==> config.mk <==
export PLATFORM = sky130hd
export DESIGN_NAME = exp_golomb_coder_k
export DESIGN_NICKNAME = d
export VERILOG_FILES = /design/src/rtl/exp_golomb_coder_k.sv
export SDC_FILE = /design/constraint.sdc
export NUM_CORES = 1
export LEC_CHECK = 0
export CAP_MARGIN = 5
export CORE_ASPECT_RATIO = 0.6
export CORE_UTILIZATION = 55
export CTS_CLUSTER_DIAMETER = 80
export DETAILED_ROUTE_END_ITERATION = 16
export PLACE_DENSITY_LB_ADDON = 0.08
export SKIP_LAST_GASP = 1
export SYNTH_ARGS = -nofsm -noshare
export SYNTH_HDL_FRONTEND = slang
export SYNTH_SLANG_ARGS = --single-unit
==> constraint.sdc <==
create_clock -name clk_i -period 3.5 [get_ports clk_i]
set_input_delay 0.7 -clock clk_i [delete_from_list [all_inputs] [get_ports clk_i]]
set_output_delay 0.7 -clock clk_i [all_outputs]
set_load 0.1 [all_outputs]
==> src/rtl/exp_golomb_coder_k.sv <==
// exp_golomb_coder_k: k-th order Exp-Golomb serial coder, one code bit per beat, MSB first.
// Build option EXP_GOLOMB_SIGNED_MAP_EN: treat dt_i as signed and apply the se(v) mapping first.
module exp_golomb_coder_k #(
    parameter int DATA_WIDTH = 8,
    parameter int K_WIDTH    = 3,
    parameter int MAX_K      = 7
) (
    input  logic                  clk_i,
    input  logic                  rstn_i,
    input  logic                  dft_tm_i,
    input  logic [DATA_WIDTH-1:0] dt_i,
    input  logic [K_WIDTH-1:0]    k_i,
    input  logic                  valid_i,
    output logic                  ready_o,
    output logic                  dt_o,
    output logic                  valid_o,
    output logic                  last_o,
    input  logic                  ready_i
);
`ifdef EXP_GOLOMB_SIGNED_MAP_EN
    localparam int VW = DATA_WIDTH + 2;
`else
    localparam int VW = DATA_WIDTH + 1;
`endif
    localparam int PW = $clog2(VW);

    typedef enum logic [1:0] {IDLE, FIND, PREFIX, SUFFIX} state_t;

    state_t             r_state, w_next;
    logic [VW-1:0]      r_v;
    logic [K_WIDTH-1:0] r_kc;
    logic [PW-1:0]      r_cnt, r_ptr;
    logic               w_rstn;
    logic [K_WIDTH-1:0] w_kc;
    logic [VW-1:0]      w_x, w_v;
    logic [PW-1:0]      w_n, w_kcn;

    assign w_rstn = dft_tm_i | rstn_i;
    assign w_kc   = (k_i > K_WIDTH'(MAX_K)) ? K_WIDTH'(MAX_K) : k_i;
`ifdef EXP_GOLOMB_SIGNED_MAP_EN
    logic [VW-1:0] w_se;
    logic          w_pos;
    assign w_se  = {{2{dt_i[DATA_WIDTH-1]}}, dt_i};
    assign w_pos = !dt_i[DATA_WIDTH-1] && (dt_i != '0);
    assign w_x   = w_pos ? (w_se << 1) - VW'(1) : VW'(0) - (w_se << 1);
`else
    assign w_x   = VW'(dt_i);
`endif
    assign w_v   = w_x + (VW'(1) << w_kc);
    assign w_kcn = PW'(r_kc);

    // priority encoder: index of the most significant 1 in the registered v
    always_comb begin
        w_n = '0;
        for (int i = 0; i < VW; i++)
            if (r_v[i]) w_n = PW'(i);
    end

    // state register
    always_ff @(posedge clk_i or negedge w_rstn)
        if (!w_rstn) r_state <= IDLE;
        else         r_state <= w_next;

    // next-state and output decode, all outputs from registered state only
    always_comb begin
        w_next  = r_state;
        ready_o = w_rstn && (r_state == IDLE);
        valid_o = (r_state == PREFIX) || (r_state == SUFFIX);
        dt_o    = (r_state == SUFFIX) && r_v[r_ptr];
        last_o  = (r_state == SUFFIX) && (r_ptr == '0);
        case (r_state)
            IDLE:    if (valid_i) w_next = FIND;
            FIND:    w_next = (w_n > w_kcn) ? PREFIX : SUFFIX;
            PREFIX:  if (ready_i && r_cnt == PW'(1)) w_next = SUFFIX;
            SUFFIX:  if (ready_i && r_ptr == '0) w_next = IDLE;
            default: w_next = IDLE;
        endcase
    end

    // datapath: capture symbol, load counters in FIND, count down on accepted beats
    always_ff @(posedge clk_i or negedge w_rstn)
        if (!w_rstn) begin
            r_v   <= '0;
            r_kc  <= '0;
            r_cnt <= '0;
            r_ptr <= '0;
        end else begin
            case (r_state)
                IDLE:    if (valid_i) begin
                             r_v  <= w_v;
                             r_kc <= w_kc;
                         end
                FIND:    begin
                             r_cnt <= w_n - w_kcn;
                             r_ptr <= w_n;
                         end
                PREFIX:  if (ready_i) r_cnt <= r_cnt - PW'(1);
                SUFFIX:  if (ready_i) r_ptr <= r_ptr - PW'(1);
                default: ;
            endcase
        end
endmodule
## Word-level counts from Yosys, hierarchy flattened

Cells that the tools add are included.

- Register bits after elaboration: 22
- Bits of input ports: 16
- Output and inout port bits: 4
- Word-level logic and storage cells: 57

- Add/sub/neg operators: 4
- Order comparisons: 3
- Eq/ne operators: 9
- Shift-type cells: 1
- Multiplexer cells: 20
- Bitwise logic cells: 1
- Reduce and logical (&&, ||, !) cells: 14

Operators by type and width:

| kind | count |
|---|---|
| $mux 4 | 7 |
| $pmux 4 s2 | 2 |
| $mux 2 | 5 |
| $add 8x9->9 | 1 |
| $shl 1x3->9 const A | 1 |
| $pmux 2 s4 | 1 |
| $sub 4x1->4 const B | 2 |
| $ne 2x2->1 const B | 3 |
| $reduce_and 2->1 | 3 |
| $logic_and 1x1->1 | 5 |
| $lt 4x5->1 const B | 1 |
| $bmux 1 s4 | 1 |
| $eq 2x2->1 const B | 2 |
| $eq 4x1->1 const B | 1 |
| $gt 4x3->1 | 1 |
| $logic_not 4->1 | 1 |
| $ne 2x1->1 const B | 2 |
| $reduce_bool 2->1 | 2 |
| $sub 4x3->4 | 1 |
| $gt 3x3->1 const B | 1 |
| $mux 1 | 3 |
| $mux 3 | 1 |
| $reduce_and 3->1 | 1 |
| $eq 2x1->1 const B | 1 |
| 3 further kinds | 3 |

## Longest topological paths before layout

- Depth in word-level cells: 11
- Gate-level depth with buffers: 11
- Gate-level depth less buffers: 11

## Worst setup path after synthesis

OpenSTA, ideal clock, no wires.

- Path type: input -> output
- From: in rstn_i
- To: out ready_o
- Arrival: 1.883 ns
- Data required time: 2.800 ns
- Slack: 0.917 ns
- Stages: 2
- Path buffers: 0
- Cell sequence: or2_2 -> and2_1

- Word-level cells in the longest chain between the ends: 2

RTL lines:

| item | line | source |
|---|---|---|
| from (decl) | 9 | `input logic rstn_i,` |
| $or 1x1->1 | 38 | `assign w_rstn = dft_tm_i \| rstn_i;` |
| $logic_and 1x1->1 | 67 | `ready_o = w_rstn && (r_state == IDLE);` |
| to (decl) | 14 | `output logic ready_o,` |

Every way passes these cells.

## Worst setup path after layout

- From: in k_i[0]
- To: reg r_v[7]

- Word-level cells in the longest chain between the ends: 4

RTL lines:

| item | line | source |
|---|---|---|
| from (decl) | 12 | `input logic [K_WIDTH-1:0] k_i,` |
| $gt 3x3->1 | 39 | `assign w_kc = (k_i > K_WIDTH'(MAX_K)) ? K_WIDTH'(MAX_K) : k_i;` |
| $mux 3 * | 39 |  |
| $shl 1x3->9 * | 49 | `assign w_v = w_x + (VW'(1) << w_kc);` |
| $add 8x9->9 * | 49 |  |
| to (signal assigned) | 90 | `r_v <= w_v;` |
| to (decl) | 30 | `logic [VW-1:0] r_v;` |

Mark *: on every way between the ends. The rest lies on a longest branch, timed or not.
A chain may end at the register's enable or synchronous reset.

==> key figures <==
Status
  • Status: completed

Logic synthesis
  • Post-synthesis compound-gate area fraction: 0.178
  • Post-synthesis sequential area ratio: 0.317
  • Xor-xnor portion of the synthesized cell area: 0.0403
  • Post-Syn Area: 1740 um^2
  • Mux contribution to synthesized area: 0.0698
  • Mapped Cells: 196
  • Simple-gate share of the synthesized area: 0.181
  • Top_reg_cell synth: dfrtp_1
  • Post-synth EDFFs: 0
  • Netlist cell types: 44
  • Syn avg cell area: 8.87 um^2
  • Synth async-reset ratio: 1.00
  • Ys Warns: 0
  • Post-Synth Adder-Cell Area: 0.160
  • FF+latch count, synth: 22
  • Post-Syn Nets: 233
  • Largest family of logic cells by synthesized area: simple AND/OR/NAND/NOR gates

Timing
  • Final period util: 0.844
  • Crit path time final: 2.95 ns
  • Max Slew Vio Count: 0
  • Worst-margin pin slew: 0.566 ns
  • Setup tns final: 0 ns
  • RSZ-0062 raised after global routing: false
  • Setup violators final: 0
  • Slew HR: 0.622
  • Final hold viol count: 0
  • Max Freq: 339 MHz
  • Worst clock skew: 0.00452 ns

Cells and area
  • Diodes inserted: 0
  • Layout area overhead: 15.8%
  • Share of cells above drive strength 1: 0.103
  • Final core occ: 0.688
  • Fin nets: 251
  • Finished Cell Area: 2010 um^2
  • Final Non-Filler Cells: 255

Power
  • Max IR drop VDD: 0.672 mV
  • Reg power frac: 0.294
  • Power per cell area: 886 nW/um^2
  • Tot Pwr: 1780 uW
  • Clk pwr share: 0.108
  • P_int: 942 uW
  • Net Sw Frac: 0.472
  • Comb power frac: 0.598
  • P_leak: 0.000914 uW
  • NetSw: 842 uW

Global routing
  • Initial antenna violation count: 0
  • Vias in the first global route: 1283
  • Congestion Overflow GR: 0
  • Pin count of the biggest net entering global routing: 23
  • Overall routing resource usage: 0.258
  • First-pass GRT wire length: 6330 um

Placed design
  • Inst Count DP: 251
  • Placed cell area: 1960 um^2
  • Port Buffer Count: 19
  • Gpl congestion: 0.976
  • Post-DP HPWL: 3070 um

Route
  • Drc violations: 0
  • Drt via density: 5.78
  • Drt pass-1 iters: 4
  • Antenna-violating nets left: 0
  • Total wire length: 3900 um
  • Detailed Route Iter0 Violations: 161
  • Vias: 1475
  • Drt wl/cell: 15.3 um

Clock tree
  • CTS sink cnt: 22
  • Clk_lat worst skew: 0.27 ns
  • Setup bufs post-CTS: 0
  • Clock root buffer: clkbuf_8
  • Num CTS Buffers: 3
  • Resized Gates After CTS: 0
  • Hold_buf cts: 0
  • Clk slew on worst S/H paths: 0.09 ns
  • CTS tree: built
  • Htree depth: 1
  • Clock Tree Buf Depth: 2

Floorplanning
  • Die ar.: 3400 um^2
  • Row count: 15
  • Placeable core area: 2930 um^2
  • Die X-Extent: 74.6 um
  • Initial core utilization: 0.594
  • Die span in y: 45.6 um
  • Ports: 20

Worst setup path
  • FF-to-FF path depth: 11
  • CP startpoint kind: input port
  • Crit end category: flip-flop
  • Reg2reg start: r_v[2]
  • R2R setup slack: 1.14 ns
  • Worst R2R End: r_state[0]
  • Req. time, crit path: 3.65 ns
  • Worst Path Class, Setup: input port to flip-flop
  • Worst Path Max Fanout: 9
  • Worst EP arrival: 3.10 ns

Hold path
  • Hold crit path type: flip-flop to flip-flop
  • Min-delay src: r_kc[2]
  • Hold Crit Depth: 1
  • Hold EP: r_kc[2]

Job
  • Max-cap viol count: 0
Yosys cell counts (2+ instances only):
cell       n  area, um^2
o21ai_1    3        15.0
mux4_2     2        45.0
mux2_2     5        56.3
nand2b_1   2        12.5
nand3_1    5        25.0
nand2_1   22        82.6
a21o_1     3        22.5
and2_1     3        18.8
nor3b_1    4        30.0
nor3_1     2        10.0
mux2i_1    2        20.0
xor2_1     3        26.3
fa_1       2        40.0
clkbuf_1   6        22.5
inv_1     15        56.3
o21ai_0   15        75.1
a211oi_1   3        22.5
nor2_1    13        48.8
a21oi_1   13        65.1
o31ai_1    2        15.0
or2_2      2        12.5
nor2b_1    4        25.0
xnor2_1    5        43.8
ha_1      19         238
dfrtp_1   22         551
worst max-delay path, stage by stage:
cell and delay (ns):
clkdlybuf4s50_1 0.61, nor3b_1 0.51, ha_1 0.35, a211oi_1 0.24, o311ai_1 0.18, o31ai_1 0.27
xor2_1 0.17, o21ai_1 0.07
area by class of cell:
type	count	area, um^2
timing repair buffer	20	200
tap	42	52.6
clock buffer	4	55.1
fill	240	915
sequential	22	551
inverter	16	62.6
multi-input combinational	151	1090
power by group through the flow:
stage	registers, uW	logic (uW)	clock network [uW]
after floorplan	480	836	0
after global placement	512	1010	0
after detailed placement	526	1060	0
after CTS	521	1060	199
after global routing	542	1180	210
final	524	1070	192
routing by layer:
| layer | track usage | up-vias | share of wire |
|---|---|---|---|
| li1 | - | 722 | - |
| met1 | 0.378 | 688 | 0.48 |
| met2 | 0.380 | 58 | 0.42 |
| met3 | 0.0774 | 7 | 0.092 |
| met4 | 0.0453 | 0 | 0.0090 |
| met5 | 0 | - | 0 |
logic make-up (layout without fill, tap and decap cells):
family	count (synthesis)	count (layout)
XOR/XNOR	8	8
AND/OR/NAND/NOR	63	63
flip-flops	22	22
multiplexers	9	9
buffers and inverters	23	40
AO/OA/AOI/OAI	50	50
adder cells (fa/ha/maj)	21	21
metrics by stage:
step	hold WS [ns]	worst slack [ns]
2_1_floorplan	0.469	0.917
3_3_place_gp	0.500	0.382
3_5_place_dp	0.503	0.274
4_1_cts	0.523	0.544
5_1_grt	0.537	0.332
6_report	0.518	0.546
flip-flops by register name, summed over array words and instances (netlist names):
name     flops
r_cnt        4
r_kc         3
r_ptr        4
r_state      2
r_v          9
worst max path at each step:
stage / from / cells after the start / slack (ns) / end
after floorplan: rstn_i / 2 / 0.92 / ready_o
after global placement: k_i[0] / 8 / 0.38 / r_v[7]
after detailed placement: k_i[0] / 8 / 0.27 / r_v[7]
after CTS: k_i[0] / 8 / 0.54 / r_v[7]
after global routing: k_i[0] / 8 / 0.33 / r_v[7]
final: k_i[0] / 8 / 0.55 / r_v[7]
placed cells by master (no fill, tap or decap), drive strengths merged, types with 2 or more instances in the layout:
| cell | Yosys | layout |
|---|---|---|
| clkdlybuf4s50 | 0 | 15 |
| nor2 | 13 | 13 |
| ha | 19 | 19 |
| nand3 | 5 | 5 |
| a211oi | 3 | 3 |
| buf | 1 | 5 |
| xnor2 | 5 | 5 |
| a21oi | 13 | 13 |
| xor2 | 3 | 3 |
| dfrtp | 22 | 22 |
| mux4 | 2 | 2 |
| mux2 | 5 | 5 |
| mux2i | 2 | 2 |
| nand2 | 22 | 22 |
| clkbuf | 6 | 4 |
| nor2b | 4 | 4 |
| o31ai | 2 | 2 |
| nor3b | 4 | 4 |
| nand2b | 2 | 2 |
| a21o | 4 | 4 |
| and2 | 3 | 3 |
| nor3 | 2 | 2 |
| fa | 2 | 2 |
| inv | 16 | 16 |
| o21ai | 18 | 18 |
| or2 | 2 | 2 |
(Power assumes the default switching activity.)
